### src/rtl/bit_timer_seq_pkg.sv
// Shared definitions for the UART bit-period sequencer and the TX/RX engines.
package bit_timer_seq_pkg;

  localparam int CNT_W_DEF   = 19;
  localparam int BIT_W_DEF   = 4;
  localparam int MIN_PER_DEF = 2;

  typedef enum logic [1:0] {
    ST_IDLE = 2'd0,
    ST_HALF = 2'd1,
    ST_RUN  = 2'd2
  } state_e;

endpackage

### src/rtl/bit_timer_seq_period_counter.sv
// Free-running cycle counter that flags the last cycle of a target period.
// hit is combinational from the count; count returns to 0 on hit or clear.
module bit_timer_seq_period_counter #(
  parameter int CNT_W = 19
) (
  input  logic             clock_i,
  input  logic             reset_ni,
  input  logic             clear_i,
  input  logic             en_i,
  input  logic [CNT_W-1:0] target_i,
  output logic             hit_o
);

  logic [CNT_W-1:0] count_q;

  assign hit_o = (count_q == target_i - CNT_W'(1));

  always_ff @(posedge clock_i) begin
    if (!reset_ni) begin
      count_q <= '0;
    end else if (clear_i || (en_i && hit_o)) begin
      count_q <= '0;
    end else if (en_i) begin
      count_q <= count_q + CNT_W'(1);
    end
  end

endmodule

### src/rtl/bit_timer_seq.sv
// Bit-period sequencer: registered btu tick every Pe cycles (optional Pe>>1 first tick),
// per-frame tick count with done on the Nth tick; N==0 free-runs until abort.
module bit_timer_seq
  import bit_timer_seq_pkg::*;
#(
  parameter int CNT_W   = CNT_W_DEF,
  parameter int BIT_W   = BIT_W_DEF,
  parameter int MIN_PER = MIN_PER_DEF
) (
  input  logic             clock_i,
  input  logic             reset_ni,
  input  logic             start_i,
  input  logic             abort_i,
  input  logic             half_first_i,
  input  logic [CNT_W-1:0] bit_period_i,
  input  logic [BIT_W-1:0] num_bits_i,
  output logic             btu_o,
  output logic [BIT_W-1:0] bit_idx_o,
  output logic             busy_o,
  output logic             done_o
);

  state_e           state_q;
  logic [CNT_W-1:0] pe_q;
  logic [BIT_W-1:0] n_q;
  logic [BIT_W-1:0] bit_idx_q;
  logic             btu_q;
  logic             busy_q;
  logic             done_q;

  logic [CNT_W-1:0] pe_in;
  logic [CNT_W-1:0] target_d;
  logic [BIT_W-1:0] n_sel;
  logic [BIT_W-1:0] idx_d;
  logic             accept;
  logic             hit;
  logic             tick;
  logic             last;
  logic             cnt_clear;

  assign pe_in  = (bit_period_i < CNT_W'(MIN_PER)) ? CNT_W'(MIN_PER) : bit_period_i;
  // busy_q is still high in the done cycle, which blocks an immediate restart there
  assign accept = (state_q == ST_IDLE) && !busy_q && start_i && !abort_i;

  // The counter already runs in the start cycle, so it must see the live request
  always_comb begin
    target_d = pe_q;
    case (state_q)
      ST_IDLE: target_d = half_first_i ? (pe_in >> 1) : pe_in;
      ST_HALF: target_d = pe_q >> 1;
      default: target_d = pe_q;
    endcase
  end

  assign n_sel     = (state_q == ST_IDLE) ? num_bits_i : n_q;
  assign idx_d     = ((state_q == ST_IDLE) ? '0 : bit_idx_q) + BIT_W'(1);
  assign tick      = hit && !abort_i && (accept || (state_q != ST_IDLE));
  assign last      = tick && (n_sel != '0) && (idx_d == n_sel);
  assign cnt_clear = abort_i || ((state_q == ST_IDLE) && !accept);

  bit_timer_seq_period_counter #(
    .CNT_W (CNT_W)
  ) u_cnt (
    .clock_i  (clock_i),
    .reset_ni (reset_ni),
    .clear_i  (cnt_clear),
    .en_i     (1'b1),
    .target_i (target_d),
    .hit_o    (hit)
  );

  always_ff @(posedge clock_i) begin
    if (!reset_ni) begin
      state_q   <= ST_IDLE;
      pe_q      <= '0;
      n_q       <= '0;
      bit_idx_q <= '0;
      btu_q     <= 1'b0;
      busy_q    <= 1'b0;
      done_q    <= 1'b0;
    end else begin
      btu_q  <= tick;
      done_q <= last;
      if (tick) begin
        bit_idx_q <= idx_d;
      end else if (accept) begin
        bit_idx_q <= '0;
      end

      if (abort_i) begin
        state_q <= ST_IDLE;
        busy_q  <= 1'b0;
      end else begin
        case (state_q)
          ST_IDLE: begin
            if (accept) begin
              pe_q   <= pe_in;
              n_q    <= num_bits_i;
              busy_q <= 1'b1;
              if (last) begin
                state_q <= ST_IDLE;
              end else if (tick || !half_first_i) begin
                state_q <= ST_RUN;
              end else begin
                state_q <= ST_HALF;
              end
            end else begin
              busy_q <= 1'b0;
            end
          end
          ST_HALF: begin
            if (last) begin
              state_q <= ST_IDLE;
            end else if (tick) begin
              state_q <= ST_RUN;
            end
          end
          ST_RUN: begin
            if (last) begin
              state_q <= ST_IDLE;
            end
          end
          default: state_q <= ST_IDLE;
        endcase
      end
    end
  end

  assign btu_o     = btu_q;
  assign bit_idx_o = bit_idx_q;
  assign busy_o    = busy_q;
  assign done_o    = done_q;

endmodule

### config.mk
export PLATFORM = sky130hd
export DESIGN_NAME = bit_timer_seq
export DESIGN_NICKNAME = d
export VERILOG_FILES = /design/src/rtl/bit_timer_seq_pkg.sv /design/src/rtl/bit_timer_seq_period_counter.sv /design/src/rtl/bit_timer_seq.sv
export SDC_FILE = /design/constraint.sdc
export NUM_CORES = 1
export LEC_CHECK = 0
export ABC_AREA = 1
export CAP_MARGIN = 0
export CORE_AREA = 3 3 105 67
export DETAILED_ROUTE_END_ITERATION = 6
export DIE_AREA = 0 0 108 70
export PLACE_DENSITY_LB_ADDON = 0.1
export SKIP_CTS_REPAIR_TIMING = 1
export SYNTH_ARGS = -nofsm -noshare
export SYNTH_HDL_FRONTEND = slang
export SYNTH_HIERARCHICAL = 1
export SYNTH_SLANG_ARGS = --single-unit
### constraint.sdc
create_clock -name clock_i -period 11.8 [get_ports clock_i]
set_input_delay 2.95 -clock clock_i [delete_from_list [all_inputs] [get_ports clock_i]]
set_output_delay 2.95 -clock clock_i [all_outputs]
set_load 0.03 [all_outputs]
==> results.cfg, run 1 <==
[outcome]
status = complete, no violations

[floorplan]
num_io_pins = 35
start_util_pct = 60.1
core_area_sq_um = 6080
die_w_um = 108
num_rows = 22
die_area_sq_um = 7560
die_y_um = 70

[placement]
io_buffers = 34
dp.cells = 683
dpl.hpwl_um = 7530
place_ws_ps = 4830
place.gp.congestion = 0.959

[synthesis]
synthSimpleGateAreaFrac_pct = 31.8
synth_xor_area_share_pct = 8.38
synthAdderAreaFrac_pct = 1.03
synth_top_area_cell = dfxtp_1
synth-compound-area-share_pct = 17.0
yosysUniqueCellTypes = 41
synth_top_area_share_pct = 27.9
syn_area_sq_um = 3660
synthArstFlopShare_pct = 0
synthTopCellsByArea = dfxtp_1 28%, nand2_1 12%, inv_1 9.8%
synth.most_common_cell = nand2_1
ys_ff_latch = 51
synth_cells = 585
synth_nets = 616
yosys_warnings = 6
yosys-top-cells-count = 117 x nand2_1, 95 x inv_1, 72 x nor2_1
synth_top_family_by_area = simple AND/OR/NAND/NOR gates
synth_ff_type = dfxtp_1
avgSynthCellArea_sq_um = 6.25
ys_seq_area_share_pct = 27.9
synth_mux_area_share_pct = 0.274
synth_edf_count = 0

[timing]
setup_tns_ps = 0
tightestPinTransition_ps = 831
period_needed_ps = 6750
slew-limit-headroom_pct = 44.4
finalSetupViolCount = 0
fin_skew_ps = 10.4
hold_viol_final = 0
slew_viol_final = 0
setup_slack_ps = 5050
max_freq_ghz = 0.148
rsz0062_at_grt = false
fin_crit_sh_pct = 57.2

[critical_path]
rrSetupSlack_ps = 7440
worstSetupEndpointType = flip-flop
r2r_start = state_q[1]$_SDFFE_PP0P_
crit_type = in2reg
crit_required_ps = 12010
crit_fanout = 11
arrival_ps = 6960
r2r_end = state_q[0]$_SDFFE_PP0P_
critPathLaunch = half_first_i
reg2reg_depth = 23
startpoint_type = input pin

[power_and_ir_drop]
report.power.total_uw = 395
vdd_ir_drop_max_mv = 0.0525
cellPowerDensity_nw_per_um2 = 96.7
p_leak_uw = 0.00172

[drt]
wl_um = 9580
route.vias.total = 3740
firstDrtPassIters = 5
drcViolationCount = 0
wl_per_cell_um = 13.9
via_per_inst = 5.41
antenna_left = 0
drt-initial-drc-count = 300

[final_layout]
nets = 637
fillers = 573
post-route-util_pct = 67.2
multiInputGateArea_sq_um = 2140
drive_above_1_share_pct = 5.11
register_area_sq_um = 1020
syn_to_final_growth_pct = 11.8
diodes = 0
final_cells = 691

[cts]
cts_buffers = 5
cts_tree = yes
clk_pin_slew_ps = 100
cts.path.max_buffers = 2
clock_latency_ps = 310
cts_sinks = 51
h-tree-depth = 2
root_buffer = clkbuf_8

[run]
maxCapViolCount = 0

[global_route]
grt_pass1_vias = 3405
grt_pass1_wl_um = 16100
grt_overflow_total = 0
grt_max_degree = 37
grtUsageTotal_pct = 26.1
antenna_found_initial = 0

[hold_path]
min_to = n_q[2]$_SDFFE_PN0P_
hold_path_depth = 2
min-delay-start = n_q[2]$_SDFFE_PN0P_
hp-class = reg2reg
[flip-flops by register name (all words and copies together) (netlist names)]
signal,count
pe_q,19
bit_idx_o,4
done_o,1
u_cnt/count_q,19
btu_o,1
n_q,4
state_q,2
busy_o,1
[worst max-delay path: stages]
cell	delay [ps]
clkdlybuf4s50_1	520
nor2_1	470
inv_1	310
o21ai_0	450
inv_1	160
ha_1	330
xnor2_1	120
nor2_1	130
nand3_1	80
nor2_1	160
nand2_1	90
nor3_2	170
and2_1	160
inv_1	40
nor2_1	140
nand2_1	170
nor2_2	150
nand3_2	120
nand2_2	80
nand3_1	60
nand2_1	60
nor2_1	40
[power by group]
| group | total [uW] | internal (uW) | switching [uW] |
|---|---|---|---|
| registers | 182 | 179 | 3.82 |
| logic | 100 | 35.9 | 64.1 |
| clock network | 113 | 53.7 | 59.2 |
| total | 395 | 268 | 127 |
[routing by layer]
metal / GRT usage, % / up-vias / wire length, um
met5: 0 / - / 0
met4: 3.64 / 0 / 50
met3: 5.45 / 6 / 829
met2: 37.0 / 133 / 3820
met1: 40.9 / 1695 / 4880
li1: - / 1906 / -
[placed cells by master, fill, tap and decap left out, drive strengths merged, types with 13 or more instances in the layout]
cell | Yosys | layout
nand2 | 123 | 123
inv | 97 | 97
nor2 | 80 | 80
dfxtp | 51 | 51
o21ai | 50 | 50
a21oi | 40 | 40
nand3 | 35 | 35
clkdlybuf4s50 | 0 | 34
xnor2 | 18 | 18
xor2 | 17 | 17
o22ai | 13 | 13
[final cells by class]
class	instances	share of cell area (%)
repair buffers	35	8.51
inverters	97	9.03
well taps	84	2.57
flip-flops and latches	51	25.0
multi-input cells	416	52.5
clock buffers	8	2.45
[kinds of logic (layout without fill, tap and decap cells)]
family / after synthesis / after routing
AO/OA/AOI/OAI: 113 / 113
buffers and inverters: 118 / 140
XOR/XNOR: 35 / 35
multiplexers: 1 / 1
other: 1 / 1
flip-flops: 51 / 51
adder cells (fa/ha/maj): 3 / 3
AND/OR/NAND/NOR: 263 / 263
[through the flow]
step	cell area (sq um)	hold WS, ps
6_report	4090	460
5_1_grt	4090	497
4_1_cts	4090	462
3_5_place_dp	3990	450
3_3_place_gp	3990	442
2_1_floorplan	3660	430
[worst max path at each step]
stage | depth (start not counted) | endpoint | slack [ps]
2_1_floorplan | 26 | state_q[0]$_SDFFE_PP0P_ | 6080
3_3_place_gp | 22 | state_q[0]$_SDFFE_PP0P_ | 4860
3_5_place_dp | 22 | state_q[0]$_SDFFE_PP0P_ | 4830
4_1_cts | 22 | state_q[0]$_SDFFE_PP0P_ | 5120
5_1_grt | 25 | state_q[0]$_SDFFE_PP0P_ | 4550
6_report | 22 | state_q[0]$_SDFFE_PP0P_ | 5050
Note: power is estimated with default switching activity, not from simulation.
==> inputs of run 2 (changes only) <==
Settings changed: CORE_AREA 3 3 105 67 to 3 3 107 68, DIE_AREA 0 0 108 70 to 0 0 110 71.
Clock period 11.8 ns to 6.6 ns, I/O delays scaled along.
==> run 2 against run 1 <==
Routed wire length shrank 2.5%. Die area grew 3.3%. Global-route usage shrank 0.89 points. Hold slack gained 10 ps. Largest cell class unchanged. Design area is essentially flat. Sequential power grew 79%. Sequential share of layout area is essentially flat. Cell count grew 0.43%. Largest power group unchanged. Critical path depth grew 3.
==> results.cfg, run 2 (same netlist as run 1, synthesis figures left out) <==
[drt]
firstDrtPassIters = 5
antenna_left = 0
route.vias.total = 3714
wl_per_cell_um = 13.5
drcViolationCount = 0
wl_um = 9340
via_per_inst = 5.35
drt-initial-drc-count = 271

[outcome]
status = complete, no violations

[critical_path]
worstSetupEndpointType = flip-flop
crit_required_ps = 6810
crit_type = in2reg
slowest_stage = clkdlybuf4s50_1
startpoint_type = input pin
max_stage_delay_ps = 520
arrival_ps = 5770
crit_fanout = 11
crit_top_cell = nand2_1
cp_num_buf_inv = 5
critPathTopFamily = simple AND/OR/NAND/NOR gates

[cts]
cts_tree = yes
cts_buffers = 5
h-tree-depth = 2
clock_latency_ps = 310
clk_pin_slew_ps = 100
cts.path.max_buffers = 2
root_buffer = clkbuf_8
cts_sinks = 51

[global_route]
grt_overflow_total = 0
grt_max_degree = 37
grt_pass1_wl_um = 15700
grt_pass1_vias = 3301
antenna_found_initial = 0
grtUsageTotal_pct = 25.2

[timing]
fin_crit_sh_pct = 84.2
tightestPinTransition_ps = 846
max_freq_ghz = 0.180
whs_ps = 471
slew-limit-headroom_pct = 43.4
period_needed_ps = 5550
hold_viol_final = 0
rsz0062_at_grt = false
setup_tns_ps = 0
finalSetupViolCount = 0
slew_viol_final = 0
fin_skew_ps = 8.94

[power_and_ir_drop]
combPwrFrac_pct = 25.1
p_int_uw = 480
cellPowerDensity_nw_per_um2 = 172
pwr-share-seq_pct = 46.2
p_sw_share_pct = 32.0
p_leak_uw = 0.00172
p_sw_uw = 226
vdd_ir_drop_max_mv = 0.103
pwr-share-clk_pct = 28.8

[final_layout]
layout.cells.most_common = nand2_1
top_regs = pe_q: 19 flops, u_cnt/count_q: 19 flops
drive_above_1_share_pct = 5.11
final_cell_mix = 117 x nand2_1, 95 x inv_1, 72 x nor2_1, 51 x dfxtp_1, 47 x o21ai_0
diodes = 0
finalInstanceArea_sq_um = 4090
nets = 637
syn_to_final_growth_pct = 11.9

[run]
maxCapViolCount = 0

[floorplan]
core_area_sq_um = 6470
die_y_um = 71
die_area_sq_um = 7810
die_w_um = 110
num_io_pins = 35
start_util_pct = 56.5
num_rows = 23

[placement]
placement.cell_area_sq_um = 3990
dpl.hpwl_um = 7280
place.gp.congestion = 0.919
io_buffers = 34

[hold_path]
hp-class = reg2reg
[run 2: final timing paths]
| kind | depth (start not counted) | slack, ps | from | to |
|---|---|---|---|---|
| min | 2 | 470 | n_q[2]$_SDFFE_PN0P_ | n_q[2]$_SDFFE_PN0P_ |
| max | 25 | 1050 | half_first_i | state_q[0]$_SDFFE_PP0P_ |
| min reg2reg | 2 | 470 | n_q[2]$_SDFFE_PN0P_ | n_q[2]$_SDFFE_PN0P_ |
| max reg2reg | 26 | 2130 | state_q[1]$_SDFFE_PP0P_ | state_q[0]$_SDFFE_PP0P_ |
[run 2: worst register-to-register path, stage by stage, from the launching register on]
cell and delay, ps:
dfxtp_1 450, inv_6 210, nand2_4 150, nor2_1 460, inv_1 330, o21ai_0 440
inv_1 170, ha_1 300, inv_1 70, nand2_1 60, nand2_1 90, nand2_1 40
nand2_1 60, nand2_1 50, nor2_1 160, nand2_1 80, nor3_2 160, and2_1 170
inv_1 40, nor2_1 150, nand2_1 170, nor2_2 170, nand3_2 130, nand2_2 90
nand3_1 70, nand2_1 60, nor2_1 40
[run 2: per-layer routing]
layer	up-vias	track usage, %	part of all wire [%]
met5	-	0	0
met4	0	5.26	0.71
met3	7	7.47	9.7
met2	129	33.0	39
met1	1673	39.9	51
li1	1905	-	-
[run 2: stage by stage]
stage / total power [uW] / worst slack, ps / utilization [%] / cells
6_report: 706 / 1050 / 63.2 / 694
5_1_grt: 751 / 733 / 63.2 / 694
4_1_cts: 709 / 1170 / 63.2 / 694
3_5_place_dp: 506 / 864 / 61.6 / 686
3_3_place_gp: 504 / 940 / 61.6 / 686
2_1_floorplan: 459 / 2180 / - / 585
[run 2: area by class of cell]
| cell class | count | area [sq um] |
|---|---|---|
| fillers | 625 | 2380 |
| multi-input cells | 416 | 2140 |
| flip-flops and latches | 51 | 1020 |
| inverters | 97 | 369 |
| repair buffers | 35 | 348 |
| well taps | 87 | 109 |
| clock buffers | 8 | 100 |
[run 2: power groups by stage]
stage / Clock [uW] / Combinational [uW] / Sequential (uW)
after detailed placement: 0 / 173 / 333
after global placement: 0 / 171 / 333
after global routing: 223 / 200 / 328
after CTS: 209 / 174 / 326
after floorplan: 0 / 128 / 331
final: 203 / 177 / 326
==> inputs of run 3 (changes only) <==
Settings changed: CORE_AREA 3 3 107 68 to 3 3 113 71, DIE_AREA 0 0 110 71 to 0 0 116 74.
Clock period 6.6 ns to 4.8 ns, I/O delays scaled along.
==> run 3 against run 2 <==
Combinational power increased by 50%. Global-route usage decreased by 1.6 points. Routed wire length increased by 8.8%. Setup slack got worse by 840 ps. Clock-buffer cell count shrank 1. Hold slack lost 11 ps. Design area increased by 4.3%.
==> results.cfg, run 3 (same netlist as run 1, synthesis figures left out) <==
[outcome]
status = complete, no violations

[power_and_ir_drop]
p_int_uw = 732
p_leak_uw = 0.00181
report.power.total_uw = 1070
combPwrFrac_pct = 24.9
pwr-share-seq_pct = 42.1
p_sw_share_pct = 31.3
cellPowerDensity_nw_per_um2 = 250
p_sw_uw = 334
pwr-share-clk_pct = 33.0
vdd_ir_drop_max_mv = 0.125

[final_layout]
top_regs = pe_q: 19 flops, u_cnt/count_q: 19 flops
diodes = 0
syn_to_final_growth_pct = 16.6
layout.cells.most_common = nand2_1
drive_above_1_share_pct = 7.89
final_cell_mix = 117 x nand2_1, 95 x inv_1, 69 x nor2_1, 51 x dfxtp_1, 46 x o21ai_0
nets = 651

[cts]
cts.path.max_buffers = 2
cts_buffers = 5
root_buffer = clkbuf_16
cts_tree = yes
h-tree-depth = 2
cts_sinks = 51
clk_pin_slew_ps = 70
clock_latency_ps = 290

[timing]
fin_crit_sh_pct = 95.8
slew-limit-headroom_pct = 60.1
fin_skew_ps = 11.3
period_needed_ps = 4600
setup_slack_ps = 201
hold_viol_final = 0
max_freq_ghz = 0.217
finalSetupViolCount = 0
tightestPinTransition_ps = 598
setup_tns_ps = 0
slew_viol_final = 0

[critical_path]
slowest_stage = clkdlybuf4s50_1
reg2reg_depth = 24
r2r_start = state_q[1]$_SDFFE_PP0P_
crit_top_cell = nand2_1
r2r_end = state_q[0]$_SDFFE_PP0P_
crit_type = in2reg
crit_required_ps = 4990
worstSetupEndpointType = flip-flop
rrSetupSlack_ps = 790
arrival_ps = 4790
max_stage_delay_ps = 470
crit_fanout = 6
startpoint_type = input pin

[floorplan]
num_io_pins = 35
core_area_sq_um = 7150
die_y_um = 74
num_rows = 24
start_util_pct = 51.2
die_w_um = 116
die_area_sq_um = 8580

[drt]
route.vias.total = 3809
via_per_inst = 5.35
wl_per_cell_um = 14.3
firstDrtPassIters = 5
drcViolationCount = 0
wl_um = 10200
antenna_left = 0
drt-initial-drc-count = 398

[global_route]
grt_max_degree = 36
grt_overflow_total = 0
grt_pass1_vias = 3208
antenna_found_initial = 0
grt_pass1_wl_um = 16000
grtUsageTotal_pct = 23.6

[hold_path]
min-delay-start = n_q[2]$_SDFFE_PN0P_
hp-class = reg2reg
hold_path_depth = 2
min_to = n_q[2]$_SDFFE_PN0P_

[run]
maxCapViolCount = 0

[placement]
place_ws_ps = -168
io_buffers = 34
dpl.hpwl_um = 7830
place.gp.congestion = 0.939
## run 3: worst max-delay path by stage
stage / start / cells after the start / slack [ps] / end
final: bit_period_i[11] / 28 / 200 / state_q[0]$_SDFFE_PP0P_
after global routing: bit_period_i[11] / 28 / -10 / state_q[1]$_SDFFE_PP0P_
after CTS: bit_period_i[11] / 26 / 120 / state_q[0]$_SDFFE_PP0P_
after detailed placement: bit_period_i[11] / 26 / -170 / state_q[0]$_SDFFE_PP0P_
after global placement: bit_period_i[11] / 26 / -60 / state_q[0]$_SDFFE_PP0P_
after floorplan: bit_period_i[12] / 26 / 830 / state_q[0]$_SDFFE_PP0P_
## run 3: final cells by class
class	count	area (sq um)
Sequential cell	51	1020
Timing Repair Buffer	48	445
Inverter	97	369
Clock inverter	1	5.00
Tap cell	91	114
Fill cell	703	2880
Clock buffer	7	133
Multi-Input combinational cell	417	2180
## run 3: critical path: cells and delay by family
family | cells | cell delay (ps)
adder cells (fa/ha/maj) | 1 | 220
AND/OR/NAND/NOR | 23 | 2510
AO/OA/AOI/OAI | 1 | 240
buffers and inverters | 3 | 610
## run 3: through the flow
stage,instance area (sq um),hold slack [ps],util [%],std cells
2_1_floorplan,3660,430,-,585
3_3_place_gp,4090,452,57.3,703
3_5_place_dp,4090,458,57.3,703
4_1_cts,4230,467,59.2,711
5_1_grt,4270,499,59.7,712
6_report,4270,460,59.7,712
## run 3: per-layer routing
layer  part of all wire [%]  up-vias  track usage [%]
li1                       -     1936                -
met4                   0.34        0             2.70
met5                      0        -                0
met1                     51     1715             37.0
met2                     39      152             31.8
met3                     10        6             7.80
## run 3: power groups by stage
stage               combinational (uW)  sequential (uW)  clock (uW)
global route                       294              451         378
detailed placement                 251              458           0
global placement                   247              458           0
CTS                                253              449         360
floorplan                          176              455           0
finish                             265              449         352
